**src/rtl/pipeline_hazard_ctrl.sv**
```systemverilog
// Pipeline hazard controller for the 5-stage RISC-V core.
// Decodes PC / IF-ID / ID-EX enables and flushes from load-use hazards,
// taken branches resolved in EX and multi-cycle EX operations. It also keeps
// saturating stall/flush statistics and a sticky multi-cycle timeout flag.
module pipeline_hazard_ctrl #(
  parameter int MC_TIMEOUT = 64,
  parameter int CNT_W      = 16
) (
  input  logic             i_clk,
  input  logic             i_rst_n,
  input  logic [4:0]       i_id_rs1,
  input  logic [4:0]       i_id_rs2,
  input  logic             i_id_uses_rs1,
  input  logic             i_id_uses_rs2,
  input  logic             i_ex_valid,
  input  logic [4:0]       i_ex_rd,
  input  logic             i_ex_is_load,
  input  logic             i_ex_branch_taken,
  input  logic             i_ex_mc_start,
  input  logic             i_mc_done,
  output logic             o_pc_en,
  output logic             o_ifid_en,
  output logic             o_ifid_flush,
  output logic             o_idex_en,
  output logic             o_idex_flush,
  output logic             o_ex_hold,
  output logic             o_state,
  output logic             o_mc_timeout,
  output logic [CNT_W-1:0] o_stall_cycles,
  output logic [CNT_W-1:0] o_flush_events
);

  localparam int WC_W = (MC_TIMEOUT < 1) ? 1 : $clog2(MC_TIMEOUT + 1);
  localparam logic [WC_W-1:0] WC_LIMIT = WC_W'(MC_TIMEOUT);

  typedef enum logic {
    ST_RUN     = 1'b0,
    ST_MC_WAIT = 1'b1
  } state_t;

  state_t            r_state;
  logic [WC_W-1:0]   r_wait_cnt;
  logic              r_mc_timeout;
  logic [CNT_W-1:0]  r_stall_cnt;
  logic [CNT_W-1:0]  r_flush_cnt;

  logic w_luh;
  logic w_pc_en;
  logic w_ifid_en;
  logic w_ifid_flush;
  logic w_idex_en;
  logic w_idex_flush;
  logic w_ex_hold;
  logic w_enter_wait;
  logic w_release;
  logic w_timeout_hit;
  logic w_flush_evt;

  // x0 is never a real producer, so a load to x0 cannot create a hazard.
  assign w_luh = i_ex_valid & i_ex_is_load & (i_ex_rd != 5'd0) &
                 ((i_id_uses_rs1 & (i_id_rs1 == i_ex_rd)) |
                  (i_id_uses_rs2 & (i_id_rs2 == i_ex_rd)));

  // Mealy decode of control outputs; hazard inputs are masked while in reset.
  always_comb begin
    w_pc_en       = 1'b1;
    w_ifid_en     = 1'b1;
    w_ifid_flush  = 1'b0;
    w_idex_en     = 1'b1;
    w_idex_flush  = 1'b0;
    w_ex_hold     = 1'b0;
    w_enter_wait  = 1'b0;
    w_release     = 1'b0;
    w_timeout_hit = 1'b0;
    w_flush_evt   = 1'b0;
    if (i_rst_n) begin
      case (r_state)
        ST_RUN: begin
          if (i_ex_branch_taken) begin
            // The flushed multi-cycle op (if any) is younger than the branch.
            w_ifid_flush = 1'b1;
            w_idex_flush = 1'b1;
            w_flush_evt  = 1'b1;
          end else if (i_ex_mc_start && i_ex_valid) begin
            w_pc_en      = 1'b0;
            w_ifid_en    = 1'b0;
            w_idex_en    = 1'b0;
            w_ex_hold    = 1'b1;
            w_enter_wait = 1'b1;
          end else if (w_luh) begin
            // One bubble: the load reaches MEM next cycle and can forward.
            w_pc_en      = 1'b0;
            w_ifid_en    = 1'b0;
            w_idex_flush = 1'b1;
          end
        end
        ST_MC_WAIT: begin
          if (i_mc_done) begin
            w_release = 1'b1;
          end else if (r_wait_cnt >= WC_LIMIT) begin
            w_release     = 1'b1;
            w_timeout_hit = 1'b1;
          end else begin
            w_pc_en   = 1'b0;
            w_ifid_en = 1'b0;
            w_idex_en = 1'b0;
            w_ex_hold = 1'b1;
          end
        end
        default: ;
      endcase
    end
  end

  // FSM, wait counter, sticky timeout and saturating statistics.
  always_ff @(posedge i_clk or negedge i_rst_n) begin
    if (!i_rst_n) begin
      r_state      <= ST_RUN;
      r_wait_cnt   <= '0;
      r_mc_timeout <= 1'b0;
      r_stall_cnt  <= '0;
      r_flush_cnt  <= '0;
    end else begin
      case (r_state)
        ST_RUN: begin
          if (w_enter_wait) begin
            r_state    <= ST_MC_WAIT;
            r_wait_cnt <= WC_W'(1);
          end
        end
        ST_MC_WAIT: begin
          if (w_release) begin
            r_state    <= ST_RUN;
            r_wait_cnt <= '0;
          end else begin
            r_wait_cnt <= r_wait_cnt + WC_W'(1);
          end
        end
        default: r_state <= ST_RUN;
      endcase
      if (w_timeout_hit) begin
        r_mc_timeout <= 1'b1;
      end
      if (!w_pc_en && (r_stall_cnt != '1)) begin
        r_stall_cnt <= r_stall_cnt + CNT_W'(1);
      end
      if (w_flush_evt && (r_flush_cnt != '1)) begin
        r_flush_cnt <= r_flush_cnt + CNT_W'(1);
      end
    end
  end

  assign o_pc_en        = w_pc_en;
  assign o_ifid_en      = w_ifid_en;
  assign o_ifid_flush   = w_ifid_flush;
  assign o_idex_en      = w_idex_en;
  assign o_idex_flush   = w_idex_flush;
  assign o_ex_hold      = w_ex_hold;
  assign o_state        = r_state;
  assign o_mc_timeout   = r_mc_timeout;
  assign o_stall_cycles = r_stall_cnt;
  assign o_flush_events = r_flush_cnt;

endmodule
```
**config.mk**
```make
export PLATFORM = sky130hd
export DESIGN_NAME = pipeline_hazard_ctrl
export DESIGN_NICKNAME = d
export VERILOG_FILES = /design/src/rtl/pipeline_hazard_ctrl.sv
export SDC_FILE = /design/constraint.sdc
export NUM_CORES = 1
export LEC_CHECK = 0
export ABC_CLOCK_PERIOD_IN_PS = 2900
export BUFFER_PORTS_ARGS = -buffer_cell sky130_fd_sc_hd__buf_2
export CAP_MARGIN = 20
export CORE_ASPECT_RATIO = 0.8
export CORE_MARGIN = 8
export CORE_UTILIZATION = 51
export CTS_CLUSTER_SIZE = 12
export DETAILED_ROUTE_END_ITERATION = 8
export PLACE_DENSITY = 0.8
export SETUP_SLACK_MARGIN = 0.4
export SLEW_MARGIN = 30
export SYNTH_ARGS = -nofsm -noshare
export SYNTH_HDL_FRONTEND = slang
export SYNTH_SLANG_ARGS = --single-unit
```
**constraint.sdc**
```tcl
create_clock -name i_clk -period 2.9 [get_ports i_clk]
set_clock_uncertainty 0.2 [all_clocks]
set_input_delay 0.58 -clock i_clk [delete_from_list [all_inputs] [get_ports i_clk]]
set_output_delay 0.58 -clock i_clk [all_outputs]
set_load 0.005 [all_outputs]
```
==> run_results.csv, run 1 <==
group,metric,value,unit
die,chipHeight,74.4,um
final_layout,drive_gt1_share,31.1,%
timing,period_needed,2.68,ns
setup_path,startpoint_type,"input pin",
timing,slew_headroom,65.4,%
timing,hold_ws,0.0967,ns
grt,grt_use_met3,4.42,%
logic_synthesis,syn-num-nets,243,
logic_synthesis,synth_seq_cells,41,
timing,tns,0,ns
grt,grt_max_degree,25,
setup_path,cpPeakStageDelay,0.51,ns
power_and_ir_drop,vdd.ir_drop.worst,437,uV
power_and_ir_drop,p_per_area,550,mW/mm^2
power_and_ir_drop,swShare,31.7,%
power_and_ir_drop,comb_power_share,24.7,%
clocking,htreeDepth,2,
power_and_ir_drop,pwr-share-seq,52.9,%
final_layout,final_core_util,65.0,%
logic_synthesis,synth.most_common_cell,"dfrtp_1",
timing,rsz0062_at_grt,"yes",
grt,grt_use_met2,25.8,%
timing,worst_pin_slew,0.515,ns
clocking,clock_sinks,41,
logic_synthesis,syn_area,0.00217,mm^2
power_and_ir_drop,power.switching,0.000470,W
power_and_ir_drop,p_clk_share,22.5,%
logic_synthesis,netlist_top_cells_count,"dfrtp_1, nand2_1, nor2_1, xnor2_1, xor2_1",
logic_synthesis,synthFlopType,"dfrtp_1",
grt,grt_pass1_vias,1832,
die,dieArea,0.00662,mm^2
timing,finalCritPeriodShare,92.4,%
grt,busiest_layer,"met2",
grt,grt_first_pass_wirelength,8.43,mm
die,coreArea,0.00415,mm^2
clocking,root_buffer,"clkbuf_8",
grt,antenna_found_initial,0,
place,dp_hpwl,3.85,mm
clocking,numCtsBuffers,5,
setup_path,cpMaxStageDelayCell,"or4_1",
detailed_routing,dr.pass1.iters,4,
clocking,clock_latency,0.28,ns
setup_path,crit_chain,"buf_8, or4_1, o211ai_1, nor4bb_2, a21oi_4, buf_2",
power_and_ir_drop,leakage,1.36,nW
detailed_routing,drc,0,
grt,use_met1,20.9,%
run_status,status,"finished, final reports clean",
die,start_util,52.4,%
logic_synthesis,synth_edf_count,0,
detailed_routing,ant_nets,0,
timing,setup_viol,0,
logic_synthesis,synth_area_leaders,"dfrtp_1, xnor2_1, xor2_1",
logic_synthesis,async_reset_ff_share,100,%
worst_hold_path,hold_class,"input pin to async pin",
logic_synthesis,synthCells,216,
die,die_w,89.0,um
clocking,cts_tree,"yes",
logic_synthesis,yosys.area.top_type,"dfrtp_1",
place,dp_slack,0.168,ns
setup_path,cp_max_fo,4,
power_and_ir_drop,intPower,0.00101,W
power_and_ir_drop,finalPower,0.00148,W
logic_synthesis,ys_types,43,
setup_path,endpoint_kind,"primary output",
final_layout,diodes,0,
detailed_routing,avgViaCountPerCell,5.45,
logic_synthesis,synth.top_cell.area_share,47.2,%
detailed_routing,drtIter0Drc,118,
detailed_routing,num_vias,1885,
grt,grt.overflow.total,0,
timing,slew_violations,0,
logic_synthesis,yosys_warnings,0,
timing,fmaxAchievable,373,MHz
setup_path,cp.arrival,1.90,ns
setup_path,critPathRequiredTime,2.12,ns
grt,grt.total_usage,16.2,%
detailed_routing,routedWlPerCell,14.3,um
die,placementRows,21,
logic_synthesis,ys_seq_area_share,47.2,%
clocking,cts.path.max_buffers,2,
final_layout,nNetsFinal,317,
clocking,clkTransAtPathRegs,0.07,ns
final_layout,area_growth,24.2,%
detailed_routing,wirelength,4.95,mm
job,drv_cap,0,
setup_path,crit_type,"input pin to primary output",
place,io_buffers,63,
die,num_io_pins,64,
place,place.gp.congestion,0.845,
logic_synthesis,avgSynthCellArea,10.1,um^2
timing,hold_viol,0,
timing,finalWorstSetupSlack,0.222,ns
through the flow:
stage | area, um^2 | std cells
finish | 2700 | 346
global route | 2700 | 346
CTS | 2690 | 346
detailed placement | 2580 | 338
global placement | 2580 | 338
floorplan | 2170 | 216
registers in the layout (all words and copies together) (netlist names):
signal          count
o_stall_cycles     16
r_wait_cnt          7
o_flush_events     16
o_state             1
o_mc_timeout        1
power by group through the flow:
stage	combinational (W)	clock [W]	sequential [W]
finish	0.000366	0.000334	0.000784
floorplan	0.000194	0	0.000784
CTS	0.000371	0.000349	0.000782
detailed placement	0.000366	0	0.000790
global route	0.000414	0.000372	0.000805
global placement	0.000355	0	0.000786
cell usage in the layout (no fill, tap or decap), drive strengths merged, types with 2 or more instances in the layout:
cell    count
a21oi       3
and3        4
buf        71
clkbuf      5
dfrtp      41
ha          3
inv         8
mux2        2
nand2      21
nand3      14
nand4      10
nor2       21
nor2b       4
nor3        7
nor4        2
o21ai       8
o22ai       2
o31ai       4
or2         2
or4         3
xnor2      21
xor2       18
worst paths after layout:
path | startpoint | end | slack, ns | cells past startpoint
min | i_rst_n | r_wait_cnt[1]$_DFFE_PN0P_ | 0.1 | 2
min reg2reg | o_mc_timeout$_DFFE_PN0P_ | o_mc_timeout$_DFFE_PN0P_ | 0.28 | 1
min in group i_clk | o_mc_timeout$_DFFE_PN0P_ | o_mc_timeout$_DFFE_PN0P_ | 0.28 | 1
max in group asynchronous | i_rst_n | o_stall_cycles[1]$_DFFE_PN0P_ | 2.16 | 2
max reg2reg | o_state$_DFF_PN0_ | o_stall_cycles[6]$_DFFE_PN0P_ | 0.64 | 8
max | i_ex_rd[4] | o_ifid_en | 0.22 | 6
critical path: cells and delay by family:
kind	cells	cell delay, ns
buf+inv	2	0.24
simple gates	2	0.63
compound gates	2	0.45
layout make-up:
type                            instances  area (um^2)
Fill cell                             332         1450
Multi-Input combinational cell        163         1110
Sequential cell                        41         1030
Timing Repair Buffer                   71          392
Tap cell                               57         71.3
Clock buffer                            5         68.8
Inverter                                8         30.0
Clock inverter                          1         5.00
logic make-up (layout without fill, tap and decap cells):
logic type	Yosys count	count (layout)	share of synthesized area, %
simple gates	95	95	23.5
flops	41	41	47.2
xor+xnor	39	39	15.7
compound gates	24	24	8.00
buf+inv	12	85	2.65
fa+ha+maj	3	3	1.73
mux	2	2	1.21
metal layers:
| metal | part of all wire, % | vias up | wire length (um) |
|---|---|---|---|
| li1 | - | 913 | - |
| met1 | 46 | 903 | 2280 |
| met2 | 44 | 62 | 2200 |
| met3 | 8.4 | 7 | 415 |
| met4 | 1.1 | 0 | 54 |
| met5 | 0 | - | 0 |
repair_timing:
item	in CTS	in global routing
pin swaps	6	4
endpoints found under the setup margin	5	11
buffers inserted	2	0
gates resized for setup	7	3
hold buffers	0	0
No activity file was read; power rests on OpenSTA's default activity.
==> run 2: changes to the inputs <==
Settings changed: CORE_MARGIN 8 to 3.
==> run_results.csv, run 2 (same netlist as run 1, synthesis figures left out) <==
group,metric,value,unit
final_layout,diodes,0,
die,chipHeight,64.4,um
die,start_util,55.0,%
clocking,clkTransAtPathRegs,0.08,ns
die,num_io_pins,64,
place,dp_hpwl,3.72,mm
grt,grt_first_pass_wirelength,8.33,mm
timing,worst_pin_slew,0.484,ns
die,placementRows,20,
power_and_ir_drop,p_per_area,573,mW/mm^2
final_layout,final_common_cell,"buf_2",
setup_path,crit_type,"input pin to primary output",
final_layout,nNetsFinal,319,
grt,antenna_found_initial,0,
detailed_routing,drc,0,
clocking,root_buffer,"clkbuf_8",
final_layout,fillers,296,
timing,finalCritPeriodShare,91.5,%
grt,grt_max_degree,40,
job,drv_cap,0,
detailed_routing,wirelength,5.13,mm
final_layout,multi_input_area,0.00113,mm^2
die,dieArea,0.00509,mm^2
setup_path,critPathRequiredTime,2.12,ns
timing,slew_violations,0,
timing,slew_headroom,67.4,%
power_and_ir_drop,leakage,1.39,nW
die,coreArea,0.00395,mm^2
timing,fmaxAchievable,377,MHz
setup_path,reg2reg_depth,6,
final_layout,layout_common_cells,"buf_2, dfrtp_1, xnor2_1, nand2_1, nor2_1",
clocking,clock_sinks,41,
clocking,numCtsBuffers,5,
setup_path,cp_max_fo,3,
place,place.gp.congestion,0.830,
timing,hold_ws,0.236,ns
place,io_buffers,63,
timing,hold_viol,0,
worst_hold_path,hold_class,"input pin to async pin",
grt,grt_pass1_vias,1793,
final_layout,seqCellArea,0.00103,mm^2
detailed_routing,num_vias,1881,
clocking,cts_tree,"yes",
clocking,clock_latency,0.29,ns
final_layout,drive_gt1_share,31.7,%
die,die_w,79.0,um
detailed_routing,ant_nets,0,
timing,rsz0062_at_grt,"yes",
setup_path,endpoint_kind,"primary output",
clocking,cts.path.max_buffers,2,
timing,setup_viol,0,
timing,tns,0,ns
detailed_routing,avgViaCountPerCell,5.41,
detailed_routing,drtIter0Drc,198,
setup_path,cp.arrival,1.87,ns
final_layout,area_growth,27.2,%
clocking,htreeDepth,2,
setup_path,startpoint_type,"input pin",
grt,grt.total_usage,21.0,%
power_and_ir_drop,vdd.ir_drop.worst,506,uV
detailed_routing,routedWlPerCell,14.8,um
grt,grt.overflow.total,0,
detailed_routing,dr.pass1.iters,4,
timing,period_needed,2.65,ns
run_status,status,"finished, final reports clean",
## run 2: stage by stage
stage	utilization [%]	std cells	total power, W	instance area, um^2	worst slack [ns]
6_report	70.0	348	0.00158	2770	0.247
3_3_place_gp	65.0	335	0.00114	2570	0.198
5_1_grt	70.0	348	0.00168	2770	0.185
2_1_floorplan	-	216	0.000978	2170	0.216
3_5_place_dp	65.0	335	0.00117	2570	0.188
4_1_cts	68.9	346	0.00158	2720	0.192
## run 2: power by group
part | internal (W) | switching [W]
registers | 0.000666 | 0.000129
logic | 0.000197 | 0.000184
clock network | 0.000215 | 0.000193
total | 0.00108 | 0.000506
## run 2: worst paths after layout
check / slack (ns) / from / endpoint
max in group asynchronous: 1.78 / i_rst_n / r_wait_cnt[5]$_DFFE_PN0P_
min in group i_clk: 0.27 / o_mc_timeout$_DFFE_PN0P_ / o_mc_timeout$_DFFE_PN0P_
worst min register to register: 0.27 / o_mc_timeout$_DFFE_PN0P_ / o_mc_timeout$_DFFE_PN0P_
worst min-delay path: 0.24 / i_rst_n / o_flush_events[7]$_DFFE_PN0P_
worst max-delay path: 0.25 / i_ex_rd[4] / o_ifid_en
worst max register to register: 0.52 / o_stall_cycles[0]$_DFFE_PN0P_ / o_stall_cycles[1]$_DFFE_PN0P_
## run 2: timing repair
item | 4_1_cts | 5_1_grt
hold buffers | 1 | 0
pin swaps | 5 | 6
resized for setup | 7 | 6
endpoints found under the hold margin | 4 | 0
buffers inserted | 2 | 2
setup endpoints to repair | 5 | 12
## run 2: cell type report
type	instances	share of cell area [%]
multi-input combinational	163	40.9
sequential	41	37.1
timing repair buffer	73	14.8
clock buffer	7	3.48
tap	55	2.49
inverter	8	1.09
clock inverter	1	0.181
## run 2: routing by layer
layer / share of wire [%] / GRT usage [%] / vias up
li1: - / - / 909
met5: 0 / 0 / -
met3: 8.1 / 6.48 / 9
met2: 46 / 33.6 / 70
met4: 1.4 / 5.79 / 0
met1: 45 / 27.5 / 893
## run 2: worst max-delay path, stage by stage
cell	delay [ns]
buf_8	0.10
or4_4	0.51
o211ai_1	0.25
nor4bb_2	0.11
a21oi_4	0.18
buf_2	0.14
==> run 3: changes to the inputs <==
Settings changed: BUFFER_PORTS_ARGS -buffer_cell sky130_fd_sc_hd__buf_2 to -buffer_cell sky130_fd_sc_hd__buf_4, GPL_TIMING_DRIVEN set to 0.
==> run_results.csv, run 3 (same netlist as run 1, synthesis figures left out) <==
group,metric,value,unit
detailed_routing,routedWlPerCell,14.8,um
timing,hold_viol,0,
power_and_ir_drop,vdd.ir_drop.worst,378,uV
die,die_w,79.0,um
grt,grt_first_pass_wirelength,8.41,mm
timing,finalWorstSetupSlack,0.116,ns
clocking,root_buffer,"clkbuf_8",
die,chipHeight,64.4,um
die,num_io_pins,64,
timing,finalCritPeriodShare,96.0,%
final_layout,final_common_cell,"buf_4",
timing,tns,0,ns
timing,period_needed,2.78,ns
final_layout,area_growth,35.9,%
detailed_routing,num_vias,1900,
grt,grt_max_degree,42,
final_layout,nNetsFinal,324,
power_and_ir_drop,p_per_area,537,mW/mm^2
power_and_ir_drop,comb_power_share,27.4,%
place,dp_hpwl,3.60,mm
grt,grt_pass1_vias,1788,
clocking,cts.path.max_buffers,2,
setup_path,critPathRequiredTime,2.12,ns
setup_path,cp_max_fo,3,
detailed_routing,ant_nets,0,
power_and_ir_drop,intPower,0.00109,W
detailed_routing,drc,0,
detailed_routing,dr.pass1.iters,4,
die,start_util,55.0,%
clocking,clkTransAtPathRegs,0.08,ns
die,dieArea,0.00509,mm^2
grt,antenna_found_initial,0,
final_layout,layout_common_cells,"buf_4, dfrtp_1, xnor2_1, nand2_1, nor2_1",
place,place.gp.congestion,0.871,
clocking,numCtsBuffers,5,
detailed_routing,avgViaCountPerCell,5.38,
worst_hold_path,hold_class,"input pin to async pin",
power_and_ir_drop,power.switching,0.000502,W
timing,slew_headroom,60.0,%
timing,worst_pin_slew,0.600,ns
place,io_buffers,63,
grt,grt.overflow.total,0,
final_layout,drive_gt1_share,32.6,%
detailed_routing,drtIter0Drc,161,
power_and_ir_drop,swShare,31.6,%
clocking,clock_sinks,41,
grt,grt.total_usage,20.8,%
job,drv_cap,0,
timing,hold_ws,0.0289,ns
die,coreArea,0.00395,mm^2
clocking,cts_tree,"yes",
power_and_ir_drop,p_clk_share,23.0,%
clocking,clock_latency,0.30,ns
setup_path,crit_type,"input pin to primary output",
power_and_ir_drop,pwr-share-seq,49.6,%
die,placementRows,20,
timing,setup_viol,0,
setup_path,startpoint_type,"input pin",
final_layout,diodes,0,
final_layout,fillers,299,
setup_path,cp.arrival,2.00,ns
clocking,htreeDepth,2,
place,dp_slack,-0.398,ns
detailed_routing,wirelength,5.22,mm
setup_path,endpoint_kind,"primary output",
timing,slew_violations,0,
timing,fmaxAchievable,359,MHz
run_status,status,"finished, final reports clean",
power_and_ir_drop,leakage,1.45,nW
timing,rsz0062_at_grt,"yes",
run 3: cell count changes in the layout (fill, tap and decap cells not counted), sizes merged:
cell and change:
buf +5, clkinv +1, dlygate4sd3 -1
run 3: path summary, 6_finish.rpt:
check | cells past startpoint | end | from | slack, ns
max in group asynchronous | 2 | o_stall_cycles[7]$_DFFE_PN0P_ | i_rst_n | 2.25
setup reg to reg | 7 | o_stall_cycles[1]$_DFFE_PN0P_ | o_stall_cycles[1]$_DFFE_PN0P_ | 0.56
min in group i_clk | 1 | o_mc_timeout$_DFFE_PN0P_ | o_mc_timeout$_DFFE_PN0P_ | 0.28
hold reg to reg | 1 | o_mc_timeout$_DFFE_PN0P_ | o_mc_timeout$_DFFE_PN0P_ | 0.28
setup / recovery | 9 | o_pc_en | i_ex_rd[4] | 0.12
hold / removal | 2 | o_stall_cycles[0]$_DFFE_PN0P_ | i_rst_n | 0.03
run 3: area by class of cell:
cell class                      instances  area (um^2)  share of cell area [%]
Multi-Input combinational cell        163         1120                    37.8
Sequential cell                        41         1030                    34.7
Timing Repair Buffer                   74          599                    20.3
Clock buffer                            6         72.6                    2.46
Tap cell                               55         68.8                    2.33
Buffer                                  4         31.3                    1.06
Inverter                                8         30.0                    1.02
Clock inverter                          2         10.0                   0.339
run 3: repair_timing:
action | CTS | global route
hold buffers | 1 | 0
endpoints found under the hold margin | 41 | 0
endpoints found under the setup margin | 24 | 8
gates resized for setup | 12 | 2
setup buffers | 7 | 3
pin swaps | 5 | 3
run 3: routing by layer:
metal | share of wire [%] | global-route usage (%) | vias up
li1 | - | - | 923
met1 | 45 | 28.0 | 921
met2 | 47 | 33.0 | 51
met3 | 7.9 | 5.92 | 5
met4 | 0.61 | 5.79 | 0
met5 | 0 | 0 | -
run 3: power groups by stage:
stage / logic [W] / clock network [W] / registers, W
2_1_floorplan: 0.000194 / 0 / 0.000784
3_3_place_gp: 0.000397 / 0 / 0.000791
3_5_place_dp: 0.000412 / 0 / 0.000793
4_1_cts: 0.000432 / 0.000373 / 0.000785
5_1_grt: 0.000476 / 0.000398 / 0.000807
6_report: 0.000435 / 0.000365 / 0.000787
run 3: stage by stage:
stage,std cells,power (W),util [%],cell area (um^2)
floorplan,216,0.000978,-,2170
global placement,334,0.00119,68.7,2720
detailed placement,334,0.00120,68.7,2720
CTS,350,0.00159,73.9,2920
global route,353,0.00168,74.7,2960
finish,353,0.00159,74.7,2960
run 3: worst max-delay path: stages:
cell      delay, ns
buf_8          0.10
or4_4          0.52
o211ai_1       0.17
buf_4          0.15
nor4bb_4       0.05
a21oi_4        0.14
buf_6          0.13
buf_6          0.09
buf_6          0.08
